==> src/rtl/interboard_tx_engine.sv <==
// Four-phase transmitter: sends a 24-bit control packet to the peer board as four
// 6-bit words, each handshaked on Request_out/Ack_in, with a per-phase timeout.
module interboard_tx_engine #(
    parameter int unsigned TIMEOUT_CYCLES = 1000000
) (
    input  logic       clk,
    input  logic       rst,
    input  logic       transmit,
    input  logic       ctrl_en,
    input  logic       ctrl_move_dir,
    input  logic [4:0] ctrl_block_x,
    input  logic [2:0] ctrl_block_y,
    input  logic [3:0] ctrl_msg_type,
    input  logic [5:0] ctrl_card,
    input  logic [2:0] ctrl_sel_len,
    input  logic       Ack_in,
    output logic       Request_out,
    output logic [5:0] inter_data_out,
    output logic       send_ready,
    output logic       tx_done,
    output logic       tx_error
);

    localparam int unsigned CNT_W = $clog2(TIMEOUT_CYCLES) + 1;
    localparam logic [CNT_W-1:0] CNT_LAST = CNT_W'(TIMEOUT_CYCLES - 1);

    typedef enum logic [2:0] {IDLE, SETUP, REQ_HIGH, REQ_LOW, DONE, ERROR} state_t;

    state_t           state;
    logic [23:0]      packet;
    logic [23:0]      fields;
    logic [1:0]       index;
    logic [CNT_W-1:0] count;
    logic             ack_meta;
    logic             ack_s;

    assign fields = {ctrl_en, ctrl_move_dir, ctrl_block_x, ctrl_block_y,
                     ctrl_msg_type, ctrl_card, ctrl_sel_len, 1'b0};

    function automatic logic [5:0] word_at(input logic [23:0] pkt, input logic [1:0] k);
        case (k)
            2'd0:    return pkt[23:18];
            2'd1:    return pkt[17:12];
            2'd2:    return pkt[11:6];
            default: return pkt[5:0];
        endcase
    endfunction

    always_ff @(posedge clk) begin
        if (rst) begin
            ack_meta <= 1'b0;
            ack_s    <= 1'b0;
        end else begin
            ack_meta <= Ack_in;
            ack_s    <= ack_meta;
        end
    end

    always_ff @(posedge clk) begin
        if (rst) begin
            state          <= IDLE;
            packet         <= '0;
            index          <= '0;
            count          <= '0;
            Request_out    <= 1'b0;
            inter_data_out <= '0;
            send_ready     <= 1'b1;
            tx_done        <= 1'b0;
            tx_error       <= 1'b0;
        end else begin
            tx_done  <= 1'b0;
            tx_error <= 1'b0;
            unique case (state)
                IDLE: begin
                    if (transmit) begin
                        packet         <= fields;
                        index          <= '0;
                        inter_data_out <= fields[23:18];
                        send_ready     <= 1'b0;
                        state          <= SETUP;
                    end
                end
                SETUP: begin
                    Request_out <= 1'b1;
                    count       <= '0;
                    state       <= REQ_HIGH;
                end
                REQ_HIGH: begin
                    // A level already high on entry counts as the acknowledge.
                    if (ack_s) begin
                        Request_out <= 1'b0;
                        count       <= '0;
                        state       <= REQ_LOW;
                    end else if (count == CNT_LAST) begin
                        Request_out <= 1'b0;
                        tx_error    <= 1'b1;
                        state       <= ERROR;
                    end else begin
                        count <= count + 1'b1;
                    end
                end
                REQ_LOW: begin
                    if (!ack_s) begin
                        if (index == 2'd3) begin
                            tx_done <= 1'b1;
                            state   <= DONE;
                        end else begin
                            index          <= index + 2'd1;
                            inter_data_out <= word_at(packet, index + 2'd1);
                            state          <= SETUP;
                        end
                    end else if (count == CNT_LAST) begin
                        tx_error <= 1'b1;
                        state    <= ERROR;
                    end else begin
                        count <= count + 1'b1;
                    end
                end
                DONE: begin
                    send_ready <= 1'b1;
                    state      <= IDLE;
                end
                ERROR: begin
                    send_ready <= 1'b1;
                    state      <= IDLE;
                end
                default: state <= IDLE;
            endcase
        end
    end

endmodule

==> config.mk <==
export PLATFORM = sky130hd
export DESIGN_NAME = interboard_tx_engine
export DESIGN_NICKNAME = d
export VERILOG_FILES = /design/src/rtl/interboard_tx_engine.sv
export SDC_FILE = /design/constraint.sdc
export NUM_CORES = 1
export LEC_CHECK = 0
export ABC_AREA = 1
export CORE_MARGIN = 2
export CORE_UTILIZATION = 55
export DETAILED_ROUTE_END_ITERATION = 8
export PLACE_DENSITY = 0.79
export SYNTH_ARGS = -nofsm -noshare
export SYNTH_HDL_FRONTEND = slang
export SYNTH_SLANG_ARGS = --single-unit
==> constraint.sdc <==
create_clock -name clk -period 2.6 [get_ports clk]
set_clock_uncertainty 0.2 [all_clocks]
set_input_delay 0.39 -clock clk [delete_from_list [all_inputs] [get_ports clk]]
set_output_delay 0.39 -clock clk [all_outputs]
set_load 0.02 [all_outputs]
==> results of run 1 <==
[power by group through the flow]
stage / combinational, mW / clock [mW] / sequential [mW]
4_1_cts: 0.576 / 0.813 / 1.10
5_1_grt: 0.637 / 0.861 / 1.11
3_3_place_gp: 0.557 / 0 / 1.11
3_5_place_dp: 0.570 / 0 / 1.12
6_report: 0.575 / 0.808 / 1.10
2_1_floorplan: 0.401 / 0 / 1.13
[metrics by stage]
stage,hold slack (ps),setup slack [ps]
6_report,201,632
5_1_grt,206,451
4_1_cts,201,646
2_1_floorplan,188,976
3_5_place_dp,192,493
3_3_place_gp,191,565
[worst paths after layout]
kind,startpoint,endpoint,slack (ps),cells past startpoint
max,state[0],count[0],630,7
max reg2reg,state[0],count[0],630,7
min reg2reg,ack_meta,ack_s,200,2
min,ack_meta,ack_s,200,2
[metal layers]
metal  vias up  part of all wire [%]
li1       1479                     -
met1      1334                    44
met2        73                    49
met3        14                   4.7
met4         0                   1.9
met5         -                     0
[cells by family after synthesis]
kind of cell	share of synthesized area [%]
AND/OR/NAND/NOR	32.1
flip-flops	39.9
XOR/XNOR	0.572
buffers and inverters	9.52
AO/OA/AOI/OAI	15.5
adder cells (fa/ha/maj)	2.45
[registers in the layout (all words and copies together), names as in the netlist]
name            flops
Request_out         1
packet             23
ack_meta            1
tx_error            1
state               3
index               2
tx_done             1
ack_s               1
count              21
inter_data_out      6
send_ready          1
[critical path, stage by stage (launching register included)]
cell	delay, ps
sky130_fd_sc_hd__dfxtp_1	430
sky130_fd_sc_hd__inv_4	90
sky130_fd_sc_hd__nand2_2	90
sky130_fd_sc_hd__nand2_2	70
sky130_fd_sc_hd__a21oi_4	380
sky130_fd_sc_hd__nand2_2	260
sky130_fd_sc_hd__or2_0	260
sky130_fd_sc_hd__a21oi_1	130
[layout make-up]
type                            count  area [sq um]  area share [%]
Multi-Input combinational cell    310          1550            42.8
Sequential cell                    61          1220            33.7
Timing Repair Buffer               37           368            10.2
Inverter                           52           200            5.53
Clock buffer                       16           190            5.25
Tap cell                           72          90.1            2.49
[cell usage after synthesis]
cell type and n:
sky130_fd_sc_hd__nor2_8 2, sky130_fd_sc_hd__nand3_2 2, sky130_fd_sc_hd__inv_2 6, sky130_fd_sc_hd__o21ai_1 1, sky130_fd_sc_hd__nand4_1 8, sky130_fd_sc_hd__nand2_1 76
sky130_fd_sc_hd__a22oi_1 6, sky130_fd_sc_hd__a21oi_1 34, sky130_fd_sc_hd__xnor2_1 1, sky130_fd_sc_hd__dfxtp_1 61, sky130_fd_sc_hd__inv_4 2, sky130_fd_sc_hd__buf_4 1
sky130_fd_sc_hd__xor2_1 1, sky130_fd_sc_hd__ha_1 6, sky130_fd_sc_hd__nor3_1 5, sky130_fd_sc_hd__a21oi_4 1, sky130_fd_sc_hd__inv_1 44, sky130_fd_sc_hd__nand2_4 1
sky130_fd_sc_hd__nor2_2 3, sky130_fd_sc_hd__buf_6 4, sky130_fd_sc_hd__nand2_2 3, sky130_fd_sc_hd__or2_0 2, sky130_fd_sc_hd__o21ai_2 3, sky130_fd_sc_hd__o211ai_1 2
sky130_fd_sc_hd__buf_2 4, sky130_fd_sc_hd__nor2_1 82, sky130_fd_sc_hd__clkbuf_1 5, sky130_fd_sc_hd__nand3_1 32, sky130_fd_sc_hd__a21oi_2 3, sky130_fd_sc_hd__o21bai_1 2
sky130_fd_sc_hd__nor2_4 3, sky130_fd_sc_hd__o21ai_0 31
==> flow_summary.rst, run 1 <==
.. list-table::
   :header-rows: 1

   * - Metric
     - Value
   * - Number of resized instances in the post-cts repair step
     - 0
   * - Die Footprint
     - 6180 sq um
   * - Most frequent cells in the layout
     - sky130_fd_sc_hd__nor2_1 (82), sky130_fd_sc_hd__nand2_1 (76), sky130_fd_sc_hd__dfxtp_1 (61)
   * - Yosys top cell by area
     - sky130_fd_sc_hd__dfxtp_1
   * - Final max-slew violation count
     - 0
   * - Latest clock arrival within the worst-skew pair
     - 340 ps
   * - GR Util All Layers
     - 24.5%
   * - Per-cell routed wire length
     - 12.9 microns
   * - P per Cell Area
     - 686 nW/um^2
   * - Finish-stage setup viols
     - 0
   * - Floorplan row count
     - 27
   * - GR Util met1
     - 30.4%
   * - Routability cong.
     - 0.818
   * - Share of total power in combinational logic
     - 23.2%
   * - GR Layer Usage met3
     - 4.14%
   * - DRC Markers
     - 0
   * - Total clock sinks
     - 61
   * - Switching share of power
     - 31.6%
   * - Register bit total from synthesis
     - 61
   * - Postcts setup bufs
     - 0
   * - Internal Pwr Total
     - 1.70 mW
   * - Routed vias/inst
     - 5.29
   * - Fmax
     - 0.508 GHz
   * - Yosys synthesis warning count
     - 0
   * - Dpl cell area
     - 3430 sq um
   * - Number of diodes
     - 0
   * - CP endpoint kind
     - flip-flop
   * - Buffer type at the clock tree root
     - sky130_fd_sc_hd__clkbuf_8
   * - Max rail drop VDD
     - 0.495 mV
   * - Tightest Hold Check Type
     - reg2reg
   * - Cell area after layout
     - 3620 sq um
   * - Number of cells after detailed placement
     - 532
   * - Number of fill cells
     - 499
   * - Number of global-route vias before repair
     - 2713
   * - Chip width
     - 78.6 microns
   * - Final layout net count
     - 504
   * - Endpoint arrival time on the critical path
     - 2040 ps
   * - Wire length of the first global-routing pass
     - 12000 microns
   * - Share of the clock period used by the worst path
     - 75.7%
   * - Final std cells w/o fill
     - 548
   * - Sw power
     - 0.784 mW
   * - Slew Limit Headroom
     - 67.4%
   * - Max Fanout on Critical Path
     - 14
   * - Violation count after the first detailed-routing iteration
     - 170
   * - Io pins
     - 37
   * - Total Routed Length
     - 7050 microns
   * - Floorplan Core Area
     - 5440 sq um
   * - GR Util met2
     - 40.6%
   * - Effective utilization at floorplan
     - 56.3%
   * - Max capacitance violation total
     - 0
   * - Register clock-pin slew on the reported worst setup and hold paths
     - 60 ps
   * - Overflow left after global routing
     - 0
   * - Syn_nets
     - 470
   * - Unrepaired setup endpoints after global routing
     - false
   * - Type of origin of the critical path
     - flip-flop
   * - Cell area after technology mapping
     - 3060 sq um
   * - Slew at the pin closest to its max-slew limit
     - 488 ps
   * - Period minus WS final
     - 1970 ps
   * - Most heavily used metal layer in global routing
     - met2
   * - CTS tree
     - built
   * - Yosys top cell area share
     - 39.9%
   * - Power after layout
     - 2.48 mW
   * - Most common cell after layout, fill and taps aside
     - sky130_fd_sc_hd__nor2_1
   * - Estimated wirelength of the detail-placed design
     - 4880 microns
   * - Post-route core utilization
     - 66.6%
   * - Longest Clk Path Bufs
     - 2
   * - Critical Path RT
     - 2670 ps
   * - Mapped Cells
     - 437
   * - Maximum number of pins on one net before global-route repair
     - 35
   * - Portion of the post-synthesis area used by sequential elements
     - 39.9%
   * - Clock network fraction of total power
     - 32.5%
   * - # port buffers
     - 36
   * - Leakage power summed over all cells
     - 1.52 nW
   * - Number of search-and-repair iterations in the first detailed-routing pass
     - 5
   * - Share of post-route cells with drive strength above 1
     - 9.03%
   * - Status
     - completed
   * - Cell variety after synth
     - 32
   * - Routed via count
     - 2900
   * - Remaining antenna violation count after routing
     - 0
   * - Initial antenna violation count
     - 0
   * - Chip height
     - 78.6 microns
   * - Register share of total power
     - 44.3%
   * - Number of CTS-inserted buffers
     - 9
   * - Syn-to-layout area delta
     - 18.2%
   * - Setup tns final
     - 0 ps
   * - Number of buffers inserted by hold repair at cts
     - 0
   * - Synthesized area divided by synthesized cell count
     - 7.01 sq um
   * - Clock H-tree levels
     - 3
   * - Cell types occupying the most area after synthesis
     - sky130_fd_sc_hd__dfxtp_1 (40%), sky130_fd_sc_hd__nor2_1 (10%), sky130_fd_sc_hd__nand2_1 (9.3%), sky130_fd_sc_hd__a21oi_1 (5.6%), sky130_fd_sc_hd__inv_1 (5.4%)
   * - Kind of critical path
     - reg2reg
   * - Final Hold Vio Count
     - 0
No activity file was read; power rests on OpenSTA's default activity.
==> inputs of run 2 (changes only) <==
--- a/config.mk
+++ b/config.mk
@@ -7,9 +7,9 @@
 export LEC_CHECK = 0
 export ABC_AREA = 1
 export CORE_MARGIN = 2
-export CORE_UTILIZATION = 55
+export CORE_UTILIZATION = 50
 export DETAILED_ROUTE_END_ITERATION = 8
-export PLACE_DENSITY = 0.79
+export PLACE_DENSITY = 0.76
 export SYNTH_ARGS = -nofsm -noshare
 export SYNTH_HDL_FRONTEND = slang
 export SYNTH_SLANG_ARGS = --single-unit
==> constraint.sdc (replaced) <==
create_clock -name clk -period 1.65 [get_ports clk]
set_clock_uncertainty 0.2 [all_clocks]
set_input_delay 0.2475 -clock clk [delete_from_list [all_inputs] [get_ports clk]]
set_output_delay 0.2475 -clock clk [all_outputs]
set_load 0.02 [all_outputs]
==> run 2 against run 1 <==
- the flow now finishes with violations (setup timing)
- total power increased by 76%
- die area increased by 9.5%
- first-iteration DRC count decreased by 23%
- utilization increased by 3.7 points
- via count increased by 6.8%
- register-to-register slack got worse by 710 ps
- sequential cell count unchanged
- global-route usage decreased by 0.50 points
- sequential share of layout area decreased by 4.1 points
==> flow_summary.rst, run 2 (synthesized netlist as in run 1, its figures left out) <==
.. list-table::
   :header-rows: 1

   * - Metric
     - Value
   * - Number of CTS-inserted buffers
     - 9 (unchanged)
   * - Post-route core utilization
     - 70.3% (+3.7 points)
   * - Area occupied by registers
     - 1230 sq um (+1.1%)
   * - Estimated wirelength of the detail-placed design
     - 5450 microns (+12%)
   * - Largest registers
     - packet: 23 flops, count: 21 flops, inter_data_out: 6 flops
   * - Worst hold path stage count
     - 2 (unchanged)
   * - Chip width
     - 82.3 microns (+4.6%)
   * - Maximum number of pins on one net before global-route repair
     - 31 (-11%)
   * - Worst Setup Slack post-DPL
     - -122 ps (-615 ps)
   * - Syn-to-layout area delta
     - 35.9%
   * - Max rail drop VDD
     - 0.600 mV (+21%)
   * - Routed vias/inst
     - 5.20 (-1.7%)
   * - Power after layout
     - 4.36 mW (+76%)
   * - # port buffers
     - 36 (unchanged)
   * - Buffer type at the clock tree root
     - sky130_fd_sc_hd__clkbuf_8
   * - Max Fanout on Critical Path
     - 4 (-10)
   * - Share of post-route cells with drive strength above 1
     - 23.5% (+14 points)
   * - Violated checks
     - setup timing
   * - Clock H-tree levels
     - 3 (unchanged)
   * - Most common cell after layout, fill and taps aside
     - sky130_fd_sc_hd__nor2_1
   * - Longest Clk Path Bufs
     - 2 (unchanged)
   * - Switching share of power
     - 31.5% (-0.14 points)
   * - Final Hold Vio Count
     - 0 (unchanged)
   * - Register clock-pin slew on the reported worst setup and hold paths
     - 70 ps (about the same)
   * - Worst hold start
     - ack_meta
   * - Total clock sinks
     - 61 (unchanged)
   * - Cell area after layout
     - 4160 sq um (+15%)
   * - Routability cong.
     - 0.946 (+16%)
   * - Final std cells w/o fill
     - 595 (+8.6%)
   * - Most frequent cells in the layout
     - sky130_fd_sc_hd__nor2_1 (75), sky130_fd_sc_hd__nand2_1 (71), sky130_fd_sc_hd__dfxtp_1 (54)
   * - Violation count after the first detailed-routing iteration
     - 131 (-23%)
   * - Biggest register
     - packet
   * - Share of total power in combinational logic
     - 27.7% (+4.5 points)
   * - Setup tns final
     - -303 ps (-303 ps)
   * - Total Routed Length
     - 7810 microns (+11%)
   * - Per-cell routed wire length
     - 13.1 microns (+1.9%)
   * - Setup slack, reg-to-reg
     - -80 ps (-710 ps)
   * - Initial antenna violation count
     - 0 (unchanged)
   * - Final layout net count
     - 548 (+8.7%)
   * - Unrepaired setup endpoints after global routing
     - true
   * - Number of fill cells
     - 469 (-6.0%)
   * - Fmax
     - 0.579 GHz (+14%)
   * - P per Cell Area
     - 1050 nW/um^2 (+53%)
   * - Overflow left after global routing
     - 0 (unchanged)
   * - Remaining antenna violation count after routing
     - 0 (unchanged)
   * - Status
     - finished with violations
   * - Share of the clock period used by the worst path
     - 105% (+29 points)
   * - Leakage power summed over all cells
     - 1.81 nW (+19%)
   * - Die Footprint
     - 6770 sq um (+9.5%)
   * - Number of cells after detailed placement
     - 573 (+7.7%)
   * - Finish-stage setup viols
     - 10 (+10)
   * - Chip height
     - 82.3 microns (+4.6%)
   * - Destination of the worst register-to-register timing path
     - count[18]
   * - Wire length of the first global-routing pass
     - 12300 microns (+2.7%)
   * - Period minus WS final
     - 1730 ps (-241 ps)
   * - Final max-slew violation count
     - 0 (unchanged)
   * - Number of flip-flops under the largest register name
     - 23 (unchanged)
   * - Endpoint arrival time on the critical path
     - 1770 ps (-270 ps)
   * - Floorplan row count
     - 28 (+3.7%)
   * - Fin Hold WS
     - 201 ps (+0.559 ps)
   * - Number of diodes
     - 0 (unchanged)
   * - Origin of the critical flop-to-flop path
     - count[0]
   * - Io pins
     - 37 (unchanged)
   * - Number of search-and-repair iterations in the first detailed-routing pass
     - 4 (-1)
   * - Max capacitance violation total
     - 0 (unchanged)
   * - Dpl cell area
     - 3760 sq um (+9.5%)
   * - Tightest Hold Check Type
     - reg2reg
   * - Setup slack after layout
     - -77.2 ps (-709 ps)
   * - Number of global-route vias before repair
     - 2835 (+4.5%)
   * - WHS Endpoint
     - ack_s
   * - Clock network fraction of total power
     - 32.5% (about the same)
   * - GR Util All Layers
     - 24.0% (-0.50 points)
   * - Slew at the pin closest to its max-slew limit
     - 513 ps (+25.2 ps)
   * - Effective utilization at floorplan
     - 51.7% (-4.6 points)
   * - Type of origin of the critical path
     - flip-flop
   * - Routed via count
     - 3096 (+6.8%)
   * - Kind of critical path
     - reg2reg
   * - Sw power
     - 1.37 mW (+75%)
   * - Internal Pwr Total
     - 2.99 mW (+76%)
   * - Critical Path RT
     - 1700 ps (-970 ps)
   * - Slew Limit Headroom
     - 65.6% (-1.8 points)
   * - Floorplan Core Area
     - 5920 sq um (+8.9%)
   * - Register share of total power
     - 39.8% (-4.5 points)
   * - CTS tree
     - built
   * - CP endpoint kind
     - flip-flop
   * - Latest clock arrival within the worst-skew pair
     - 340 ps (about the same)
   * - Area taken by multi-input logic gates
     - 1690 sq um (+8.8%)
   * - DRC Markers
     - 0 (unchanged)
   * - Cell count of the worst reg-to-reg path
     - 9 (+2)
==> run 2: changes by cell type in the layout (fill, tap and decap cells not counted), sizes merged <==
cell           change
clkbuf             -4
nand2              +1
dlygate4sd2       +10
buf               +43
clkinv             +3
bufinv             +1
clkdlybuf4s50     -10
==> run 2: power by group through the flow <==
stage / clock network, mW / registers, mW / logic (mW)
after floorplan: 0 / 1.79 / 0.632
after detailed placement: 0 / 1.75 / 1.10
after global routing: 1.50 / 1.75 / 1.32
after CTS: 1.43 / 1.73 / 1.14
final: 1.42 / 1.74 / 1.21
after global placement: 0 / 1.75 / 1.08
==> run 2: how the worst max path moves through the flow <==
stage                   from                 to  slack (ps)  cells past startpoint
CTS                 count[1]          count[18]        -0.6                      9
global placement    state[1]          count[18]         -80                     10
global route        count[0]          count[16]        -160                     10
floorplan           index[0]  inter_data_out[4]          30                      7
finish              count[0]          count[18]         -80                      9
detailed placement  transmit  inter_data_out[3]        -120                      8
==> run 2: worst max-delay path: stages (launching register included) <==
cell                      delay, ps
sky130_fd_sc_hd__dfxtp_2        350
sky130_fd_sc_hd__ha_4           150
sky130_fd_sc_hd__nand3_2         70
sky130_fd_sc_hd__nor2_1         120
sky130_fd_sc_hd__buf_4          140
sky130_fd_sc_hd__nand4_1        200
sky130_fd_sc_hd__nor2_4         180
sky130_fd_sc_hd__nand2_2         70
sky130_fd_sc_hd__nor2_1         100
sky130_fd_sc_hd__nor2_1          50
==> run 2: layout make-up <==
class | count | share of cell area [%]
sequential | 61 | 29.7
tap | 75 | 2.25
inverter | 52 | 4.93
clock inverter | 4 | 1.08
clock buffer | 12 | 3.97
multi-input combinational | 311 | 40.5
timing repair buffer | 80 | 17.6
==> run 2: what timing repair did <==
item / CTS / global route
hold buffers: 0 / 0
endpoints found under the setup margin: 39 / 42
cloned: 1 / 0
setup buffers: 3 / 2
resized for setup: 27 / 38
pin swaps: 5 / 8
==> run 2: per-layer routing <==
| layer | wire length [microns] | track usage (%) | vias to the layer above |
|---|---|---|---|
| met4 | 161 | 13.0 | 0 |
| met3 | 355 | 4.89 | 16 |
| met1 | 3540 | 30.0 | 1427 |
| met2 | 3750 | 38.5 | 89 |
| li1 | - | - | 1564 |
| met5 | 0 | 0 | - |
